File: src/rtl/sw_pkg.sv
// Shared definitions for the Smith-Waterman PE array scheduler:
// score width, base encodings and scheduler states.
package sw_pkg;

    localparam int unsigned V_E_F_BIT = 10;

    typedef enum logic [1:0] {
        BASE_A = 2'd0,
        BASE_C = 2'd1,
        BASE_G = 2'd2,
        BASE_T = 2'd3
    } base_e;

    typedef enum logic [1:0] {
        IDLE,
        RUN,
        DRAIN,
        DONE
    } state_e;

endpackage

File: src/rtl/en_wavefront.sv
// PE enable wavefront: lane 0 registers en_in, lane i follows lane i-1 one
// cycle later, and lanes at or beyond the active query length stay at zero.
module en_wavefront #(
    parameter int unsigned PE_NUM = 2
) (
    input  logic                         clk,
    input  logic                         rst,
    input  logic                         en_in,
    input  logic [$clog2(PE_NUM+1)-1:0]  qlen,
    output logic [PE_NUM-1:0]            en_out
);
    import sw_pkg::*;

    logic [PE_NUM-1:0] sr_q;
    logic [PE_NUM-1:0] sr_d;

    always_comb begin
        sr_d    = '0;
        sr_d[0] = en_in;
        for (int unsigned i = 1; i < PE_NUM; i++) begin
            sr_d[i] = sr_q[i-1] && (i < 32'(qlen));
        end
    end

    always_ff @(posedge clk or posedge rst) begin
        if (rst) begin
            sr_q <= '0;
        end else begin
            sr_q <= sr_d;
        end
    end

    assign en_out = sr_q;

endmodule

File: src/rtl/pe_array_sched.sv
// Scheduler for one Smith-Waterman alignment on a PE_NUM-cell systolic array:
// streams target characters, drives the enable wavefront and tracks the best score.
module pe_array_sched #(
    parameter int unsigned PE_NUM    = 2,
    parameter int unsigned V_E_F_BIT = sw_pkg::V_E_F_BIT,
    parameter int unsigned T_LEN_BIT = 16
) (
    input  logic                         clk,
    input  logic                         rst,
    input  logic                         start,
    input  logic [$clog2(PE_NUM+1)-1:0]  q_len,
    input  logic [2*PE_NUM-1:0]          s_in,
    input  logic [T_LEN_BIT-1:0]         t_len,
    output logic                         busy,
    output logic                         cfg_err,
    input  logic                         t_valid,
    input  logic [1:0]                   t_char,
    output logic                         t_ready,
    output logic [2*PE_NUM-1:0]          s_out,
    output logic [1:0]                   t_out,
    output logic                         newline_out,
    output logic [PE_NUM-1:0]            en_out,
    input  logic [V_E_F_BIT-1:0]         result_in,
    output logic [V_E_F_BIT-1:0]         score,
    output logic                         score_valid,
    input  logic                         score_ready
);
    import sw_pkg::*;

    localparam int unsigned QW = $clog2(PE_NUM + 1);
    localparam logic [QW-1:0]        QMAX      = QW'(PE_NUM);
    localparam logic [T_LEN_BIT-1:0] FLUSH_CYC = T_LEN_BIT'(PE_NUM + 1);

    state_e                 state_q, state_d;
    logic [QW-1:0]          qlen_q, qlen_d;
    logic [2*PE_NUM-1:0]    s_out_q, s_out_d;
    logic [T_LEN_BIT-1:0]   rem_q, rem_d;
    logic [T_LEN_BIT-1:0]   flush_q, flush_d;
    logic                   first_q, first_d;
    logic [1:0]             t_out_q, t_out_d;
    logic                   newline_q, newline_d;
    logic                   score_en_q, score_en_d;
    logic [V_E_F_BIT-1:0]   best_q, best_d;
    logic                   cfg_err_q, cfg_err_d;
    logic                   transfer;
    logic                   cfg_bad;

    assign transfer = (state_q == RUN) && t_valid && (rem_q != '0);
    assign cfg_bad  = (q_len == '0) || (q_len > QMAX) || (t_len == '0);

    always_comb begin
        state_d    = state_q;
        qlen_d     = qlen_q;
        s_out_d    = s_out_q;
        rem_d      = rem_q;
        flush_d    = flush_q;
        first_d    = first_q;
        t_out_d    = t_out_q;
        newline_d  = 1'b0;
        cfg_err_d  = 1'b0;
        score_en_d = |en_out;
        best_d     = best_q;

        // result_in belongs to the cycle after an enable, hence the delayed strobe
        if (score_en_q && (result_in > best_q)) begin
            best_d = result_in;
        end

        if (transfer) begin
            t_out_d   = t_char;
            newline_d = first_q;
            first_d   = 1'b0;
            rem_d     = rem_q - 1'b1;
            flush_d   = '0;
        end else if (state_q == DRAIN) begin
            flush_d = flush_q + 1'b1;
        end

        unique case (state_q)
            IDLE: begin
                if (start) begin
                    if (cfg_bad) begin
                        cfg_err_d = 1'b1;
                    end else begin
                        state_d = RUN;
                        s_out_d = s_in;
                        qlen_d  = q_len;
                        rem_d   = t_len;
                        best_d  = '0;
                        first_d = 1'b1;
                        flush_d = '0;
                    end
                end
            end
            RUN: begin
                if (transfer && (rem_q == T_LEN_BIT'(1))) begin
                    state_d = DRAIN;
                end
            end
            DRAIN: begin
                if ((en_out == '0) && (flush_q >= FLUSH_CYC)) begin
                    state_d = DONE;
                end
            end
            DONE: begin
                if (score_ready) begin
                    state_d = IDLE;
                end
            end
            default: state_d = IDLE;
        endcase
    end

    always_ff @(posedge clk or posedge rst) begin
        if (rst) begin
            state_q    <= IDLE;
            qlen_q     <= '0;
            s_out_q    <= '0;
            rem_q      <= '0;
            flush_q    <= '0;
            first_q    <= 1'b0;
            t_out_q    <= '0;
            newline_q  <= 1'b0;
            score_en_q <= 1'b0;
            best_q     <= '0;
            cfg_err_q  <= 1'b0;
        end else begin
            state_q    <= state_d;
            qlen_q     <= qlen_d;
            s_out_q    <= s_out_d;
            rem_q      <= rem_d;
            flush_q    <= flush_d;
            first_q    <= first_d;
            t_out_q    <= t_out_d;
            newline_q  <= newline_d;
            score_en_q <= score_en_d;
            best_q     <= best_d;
            cfg_err_q  <= cfg_err_d;
        end
    end

    en_wavefront #(
        .PE_NUM (PE_NUM)
    ) u_en_wavefront (
        .clk    (clk),
        .rst    (rst),
        .en_in  (transfer),
        .qlen   (qlen_q),
        .en_out (en_out)
    );

    assign busy        = (state_q != IDLE);
    assign cfg_err     = cfg_err_q;
    assign t_ready     = (state_q == RUN) && (rem_q != '0);
    assign s_out       = s_out_q;
    assign t_out       = t_out_q;
    assign newline_out = newline_q;
    assign score       = best_q;
    assign score_valid = (state_q == DONE);

endmodule

File: config.mk
export PLATFORM = sky130hd
export DESIGN_NAME = pe_array_sched
export DESIGN_NICKNAME = d
export VERILOG_FILES = /design/src/rtl/sw_pkg.sv /design/src/rtl/en_wavefront.sv /design/src/rtl/pe_array_sched.sv
export SDC_FILE = /design/constraint.sdc
export NUM_CORES = 1
export LEC_CHECK = 0
export CAP_MARGIN = 20
export CORE_UTILIZATION = 55
export CTS_CLUSTER_DIAMETER = 50
export DETAILED_ROUTE_END_ITERATION = 12
export PLACE_DENSITY = 0.93
export SKIP_LAST_GASP = 1
export SYNTH_ARGS = -nofsm -noshare
export SYNTH_HDL_FRONTEND = slang
export SYNTH_SLANG_ARGS = --single-unit
File: constraint.sdc
create_clock -name clk -period 3.6 [get_ports clk]
set_input_delay 0.72 -clock clk [delete_from_list [all_inputs] [get_ports clk]]
set_output_delay 0.72 -clock clk [all_outputs]
set_load 0.02 [all_outputs]
==> metrics, run 1 <==
status=completed; count leader, synth=dfrtp_1; post-placement cell count=459; Critical Path Start Type=flip-flop; initial core utilization=0.5767; TritonCTS Buffers=9; sum of buffers and inverters on the critical path=1; CP max-delay cell=clkdlybuf4s50_1; post-synth top area share=0.4438; ANT cells=0; IO Pins=62; sequential element share of the synthesized area=0.4438; sequential share of power=0.379; Worst Clk Skew=0.008551 ns; mapped cell area=0.003214 mm²; CTS Sinks=57; Setup crit end kind=primary output; dominant cell type by area after synthesis=dfrtp_1; #FFs+latches synth=57; Crit Path Category=reg -> out; Setup TNS=0 ns; largest net degree at the start of global routing=38; Port Buffers=61; Root Driver=clkbuf_8; # DRC=0; pins over their slew limit=0; Psw=0.001072 W; CP Max Fanout=7; vias=2617; Routed WL=7131 µm; P_leak=1.879 nW; period utilization=0.8086; die area=0.006154 mm²; DRT antenna net count=0; min-delay src=qlen_q[1]$_DFFE_PP0P_; DP Area=0.003889 mm²; Placement Rows=27; Tightest Pin Transition=0.7336 ns; Warnings, synthesis=0; final instance area=0.004070 mm²; top_reg_cell synth=dfrtp_1; combinational share of power=0.428; most frequent cells after synthesis=dfrtp_1, nor2_1, nand2_1, inv_1; largest cells by area after synthesis=dfrtp_1, ha_1, nor2_1; Tot GR Track Use=0.2494; die width=78.45 µm; syn nets=389; Cell Chain, Critical Path=nor3_4 -> nand3_1 -> nor2_1 -> nor2b_1 -> clkdlybuf4s50_1; Layout Nets=455; Fmax=343.5 MHz; Reg clk slew, reported paths=0.06 ns; vias in the first global route=2549; Final Critical Period=2.911 ns; vias per inst=5.521; DRT Pass-1 Iters=4; WHS=0.5027 ns; initial antenna violation count=0; asr flop ratio synth=1.000; GRT overflow=0; VDD IR-drop max=0.5307 mV; Worst R2R Start=score[8]$_DFF_PP0_; CP arrival=2.19 ns; # setup viols final=0; share of layout cells above drive strength 1=0.09950; Max-slew headroom=0.5103; unrepaired setup endpoints after global routing=no; Req. time, crit path=2.88 ns; TritonCTS clock tree=done; Clk pwr share=0.192; Net Sw Frac=0.3778; Clk Latency, worst-skew pair=0.34 ns; Post-CTS Setup Repair Bufs=0; CP startpoint=rem_q[2]$_DFF_PP0_; post-CTS sizing=0; power density cells=697.2 mW/mm²; Internal=0.001766 W; total power=0.002838 W; die height=78.45 µm; # Max-Cap Violations=0; Clock Tree Buf Depth=2; worst hold path type=reg -> reg; final non-filler cell total=474; Cells after Synth=332; post-DR wirelength/cell=15.04 µm; Final GP Congestion=0.8903; area grow syn2layout=26.63%; DRT iter0 DRCs=199; CTS HTree Levels=3; Hold Fails Final Rpt=0; # hold bufs at CTS=0; first-pass GRT wire length=11810 µm; Netlist cell types=45; CP delay by family, top=simple AND/OR/NAND/NOR gates; Syn Area/Cell=9.682 µm²; core outline area=0.005574 mm²; post-DP HPWL=5193 µm; number of flops mapped to enable cells by yosys=0; Worst path max stage delay=0.54 ns
## cell families (layout without fill, tap and decap cells)
kind of cell             count (synthesis)  in the layout  share of synthesized area
buffers and inverters                   30            100                    0.04243
AO/OA/AOI/OAI                           37             37                    0.07435
XOR/XNOR                                26             26                    0.07085
multiplexers                            24             24                    0.07980
adder cells (fa/ha/maj)                 18             18                    0.07007
AND/OR/NAND/NOR                        140            140                     0.2188
flip-flops                              57             57                     0.4438
## state kept, by name, summed over array words and instances, names as in the netlist
register / flops
cfg_err: 1
first_q: 1
flush_q: 16
newline_out: 1
qlen_q: 1
rem_q: 16
s_out: 4
score: 10
score_en_q: 1
state_q: 2
t_out: 2
u_en_wavefront.en_out: 2
## cells in the final DEF (no fill, tap or decap), drive strengths merged, types with 2 or more instances in the layout
| master | netlist | layout |
|---|---|---|
| a31oi | 3 | 3 |
| mux2i | 14 | 14 |
| or2 | 2 | 2 |
| nor4 | 10 | 10 |
| nor3 | 6 | 6 |
| a211oi | 2 | 2 |
| nor2 | 44 | 44 |
| dfrtp | 57 | 57 |
| nand2b | 3 | 3 |
| xnor2 | 12 | 12 |
| a21oi | 18 | 18 |
| o21ai | 4 | 4 |
| nor2b | 2 | 2 |
| inv | 20 | 20 |
| nand4 | 8 | 8 |
| buf | 10 | 4 |
| ha | 18 | 18 |
| nand2 | 37 | 37 |
| clkbuf | 0 | 13 |
| a2111oi | 2 | 2 |
| and2 | 2 | 2 |
| xor2 | 14 | 14 |
| mux2 | 10 | 10 |
| and3 | 8 | 8 |
| nand3 | 13 | 13 |
| clkdlybuf4s50 | 0 | 61 |
## worst paths after layout
| path | end | slack (ns) | cells after the start |
|---|---|---|---|
| min | u_en_wavefront.en_out[1]$_DFF_PP0_ | 0.50 | 1 |
| min in group asynchronous | flush_q[14]$_DFF_PP0_ | 0.79 | 2 |
| max reg2reg | score[7]$_DFF_PP0_ | 1.22 | 7 |
| min reg2reg | u_en_wavefront.en_out[1]$_DFF_PP0_ | 0.50 | 1 |
| max | t_ready | 0.69 | 5 |
| max in group asynchronous | flush_q[0]$_DFF_PP0_ | 2.15 | 3 |
## metal layers
layer / GRT usage / wire length [µm]
met3: 0.06279 / 390
met4: 0.09074 / 119
met1: 0.3237 / 3223
met5: 0 / 0
met2: 0.4035 / 3398
## final cells by class
class	count	area, µm²
Sequential cell	57	1426
Inverter	20	75.07
Clock buffer	13	168.9
Tap cell	72	90.09
Fill cell	400	1504
Clock inverter	2	12.51
Timing Repair Buffer	65	640.6
Multi-Input combinational cell	245	1657
## power groups by stage
stage	clock network, W	logic, W	registers [W]
floorplan	0	0.000706	0.00115
global placement	0	0.00115	0.00107
detailed placement	0	0.00120	0.00108
CTS	0.000560	0.00122	0.00107
global route	0.000593	0.00133	0.00111
finish	0.000546	0.00122	0.00108
## through the flow
step | util | setup WS [ns]
detailed placement | 0.6976 | 0.4685
global route | 0.7302 | 0.5587
global placement | 0.6976 | 0.5353
floorplan | - | 1.311
finish | 0.7302 | 0.6890
CTS | 0.7302 | 0.7090
No activity file was read; power rests on OpenSTA's default activity.
==> run 2: changes to the inputs <==
Settings changed: CORE_UTILIZATION 55 to 52, PLACE_DENSITY 0.93 to 0.89.
Clock period 3.6 ns to 2.9 ns, I/O delays scaled along.
==> run 2 against run 1 <==
Net effect:
- first-iteration DRC count grew 4.5%
- non-clock buffer count grew 4
- final cell count grew 1.7%
- setup slack lost 0.58 ns
- die area grew 5.6%
- sequential power grew 25%
- sequential cell count is the same
- power grew 29%
- routed wire length grew 3.6%
- largest power group unchanged
==> metrics, run 2 (synthesis results as in run 1) <==
Post-CTS Setup Repair Bufs=0 (unchanged); Reg clk slew, reported paths=0.07 ns (was 0.06 ns); Port Buffers=61 (unchanged); Tot GR Track Use=0.2487 (was 0.2494); most frequent cells in the layout=clkdlybuf4s50_1, dfrtp_1, nor2_1, nand2_1, inv_1 (unchanged); Fmax=357.7 MHz; status=completed (unchanged); commonest non-fill, non-tap cell in the layout=clkdlybuf4s50_1 (unchanged); post-DR wirelength/cell=15.32 µm (was 15.04 µm); TritonCTS clock tree=done (unchanged); combinational share of power=0.421 (was 0.428); Final Critical Period=2.796 ns; Routed WL=7385 µm (was 7131 µm); initial core utilization=0.5397 (was 0.5767); DRT Pass-1 Iters=4 (unchanged); die height=80.62 µm (was 78.45 µm); Root Driver=clkbuf_8 (unchanged); Net Sw Frac=0.3723 (was 0.3778); largest net degree at the start of global routing=32 (was 38); DRT antenna net count=0 (unchanged); pins over their slew limit=0 (unchanged); # Max-Cap Violations=0 (unchanged); Crit Path Category=reg -> out (unchanged); power density cells=886.0 mW/mm² (was 697.2 mW/mm²); Worst R2R Start=score[8]$_DFF_PP0_ (unchanged); CP arrival=2.22 ns (was 2.19 ns); post-DP HPWL=5362 µm (was 5193 µm); Clk pwr share=0.211 (was 0.192); worst hold path type=in -> async (was reg -> reg); share of layout cells above drive strength 1=0.1106 (was 0.09950); ANT cells=0 (unchanged); Worst Clk Skew=0.008389 ns (was 0.008551 ns); R2R Setup Slk=0.78 ns (was 1.22 ns); dpl ws=0.1337 ns (was 0.4685 ns); DRT iter0 DRCs=208 (was 199); vias=2681 (was 2617); core outline area=0.005956 mm² (was 0.005574 mm²); unrepaired setup endpoints after global routing=no (unchanged); Worst path max stage delay=0.54 ns (about the same); post-placement cell count=466 (was 459); post-layout worst setup margin=0.1040 ns (was 0.6890 ns); sequential share of power=0.367 (was 0.379); filler cell count=455 (was 400); die area=0.006500 mm² (was 0.006154 mm²); Clock Tree Buf Depth=2 (unchanged); Internal=0.002307 W (was 0.001766 W); Psw=0.001368 W (was 0.001072 W); FF-to-FF path depth=8 (was 7); fin util=0.6964 (was 0.7302); IO Pins=62 (unchanged); period utilization=0.9641; Clk Latency, worst-skew pair=0.34 ns (about the same); P_leak=1.920 nW (was 1.879 nW); Tightest Pin Transition=0.5535 ns (was 0.7336 ns); # setup viols final=0 (unchanged); CP Max Fanout=7 (unchanged); TritonCTS Buffers=9 (unchanged); die width=80.62 µm (was 78.45 µm); vias in the first global route=2652 (was 2549); Req. time, crit path=2.32 ns (was 2.88 ns); Setup crit end kind=primary output (unchanged); Placement Rows=28 (was 27); vias per inst=5.562 (was 5.521); Layout Nets=459 (was 455); GRT overflow=0 (unchanged); reg-to-reg endpoint=score[3]$_DFF_PP0_ (was score[7]$_DFF_PP0_); Hold Fails Final Rpt=0 (unchanged); VDD IR-drop max=0.5895 mV (was 0.5307 mV); final non-filler cell total=482 (was 474); Setup TNS=0 ns (unchanged); Final GP Congestion=0.8517 (was 0.8903); Critical Path Start Type=flip-flop (unchanged); area grow syn2layout=29.04% (was 26.63%); first-pass GRT wire length=12120 µm (was 11810 µm); initial antenna violation count=0 (unchanged); WHS=0.4866 ns (was 0.5027 ns); CP max-delay cell=clkdlybuf4s50_1 (unchanged); CTS Sinks=57 (unchanged); CTS HTree Levels=3 (unchanged); # DRC=0 (unchanged); Cell Chain, Critical Path=nor3_1 -> nand3_1 -> nor2_1 -> nor2b_1 -> clkdlybuf4s50_1 (was nor3_4 -> nand3_1 -> nor2_1 -> nor2b_1 -> clkdlybuf4s50_1); Max-slew headroom=0.6276 (was 0.5103)
-- run 2: cell count changes in the layout (fill, tap and decap cells not counted) --
cell	delta
buf_4	+3
buf_12	+1
bufinv_16	+1
clkbuf_1	+1
clkinvlp_4	-1
nor3_1	-1
nor3_2	+1
-- run 2: what timing repair did --
action                                 4_1_cts  5_1_grt
hold buffers                                 0        0
gates resized for setup                      0        1
endpoints found under the hold margin        0        0
setup endpoints to repair                    0        1
-- run 2: power groups by stage --
| stage | Clock (W) | Combinational, W | Sequential [W] |
|---|---|---|---|
| 2_1_floorplan | 0 | 0.000876 | 0.00143 |
| 3_3_place_gp | 0 | 0.00146 | 0.00133 |
| 3_5_place_dp | 0 | 0.00153 | 0.00135 |
| 4_1_cts | 0.000784 | 0.00155 | 0.00134 |
| 5_1_grt | 0.000826 | 0.00170 | 0.00138 |
| 6_report | 0.000776 | 0.00155 | 0.00135 |
-- run 2: cell type report --
| class | instances | area [µm²] | area share |
|---|---|---|---|
| clock buffer | 14 | 172.7 | 0.04163 |
| clock inverter | 2 | 35.03 | 0.008446 |
| inverter | 20 | 75.07 | 0.01810 |
| multi-input combinational | 245 | 1662 | 0.4006 |
| sequential | 57 | 1426 | 0.3439 |
| tap | 75 | 93.84 | 0.02262 |
| timing repair buffer | 69 | 683.2 | 0.1647 |
-- run 2: worst max path at each step --
stage          depth (start not counted)                  to           startpoint  slack (ns)
2_1_floorplan                          7  score[0]$_DFF_PP0_         result_in[8]        0.75
3_3_place_gp                           8  score[4]$_DFF_PP0_         result_in[8]        0.24
3_5_place_dp                           8  score[4]$_DFF_PP0_         result_in[8]        0.13
4_1_cts                                5             t_ready  rem_q[11]$_DFF_PP0_         0.1
5_1_grt                                5             t_ready   rem_q[6]$_DFF_PP0_        0.02
6_report                               5             t_ready   rem_q[6]$_DFF_PP0_        0.10
-- run 2: worst max-delay path, delay by kind of cell (launching register included) --
| kind | cells | cell delay (ns) |
|---|---|---|
| buffers and inverters | 1 | 0.54 |
| and+or+nand+nor | 4 | 0.92 |
| DFF | 1 | 0.42 |
-- run 2: metal layers --
layer | track usage | up-vias | routed length (µm)
met2 | 0.3907 | 106 | 3593
met1 | 0.3142 | 1269 | 3109
met4 | 0.1214 | 0 | 203
li1 | - | 1285 | -
met5 | 0 | - | 0
met3 | 0.06818 | 21 | 479
-- run 2: through the flow --
step | area (µm²) | total power, W
5_1_grt | 4148 | 0.003909
3_5_place_dp | 3935 | 0.002878
2_1_floorplan | 3214 | 0.002304
4_1_cts | 4143 | 0.003681
6_report | 4148 | 0.003675
3_3_place_gp | 3935 | 0.002790
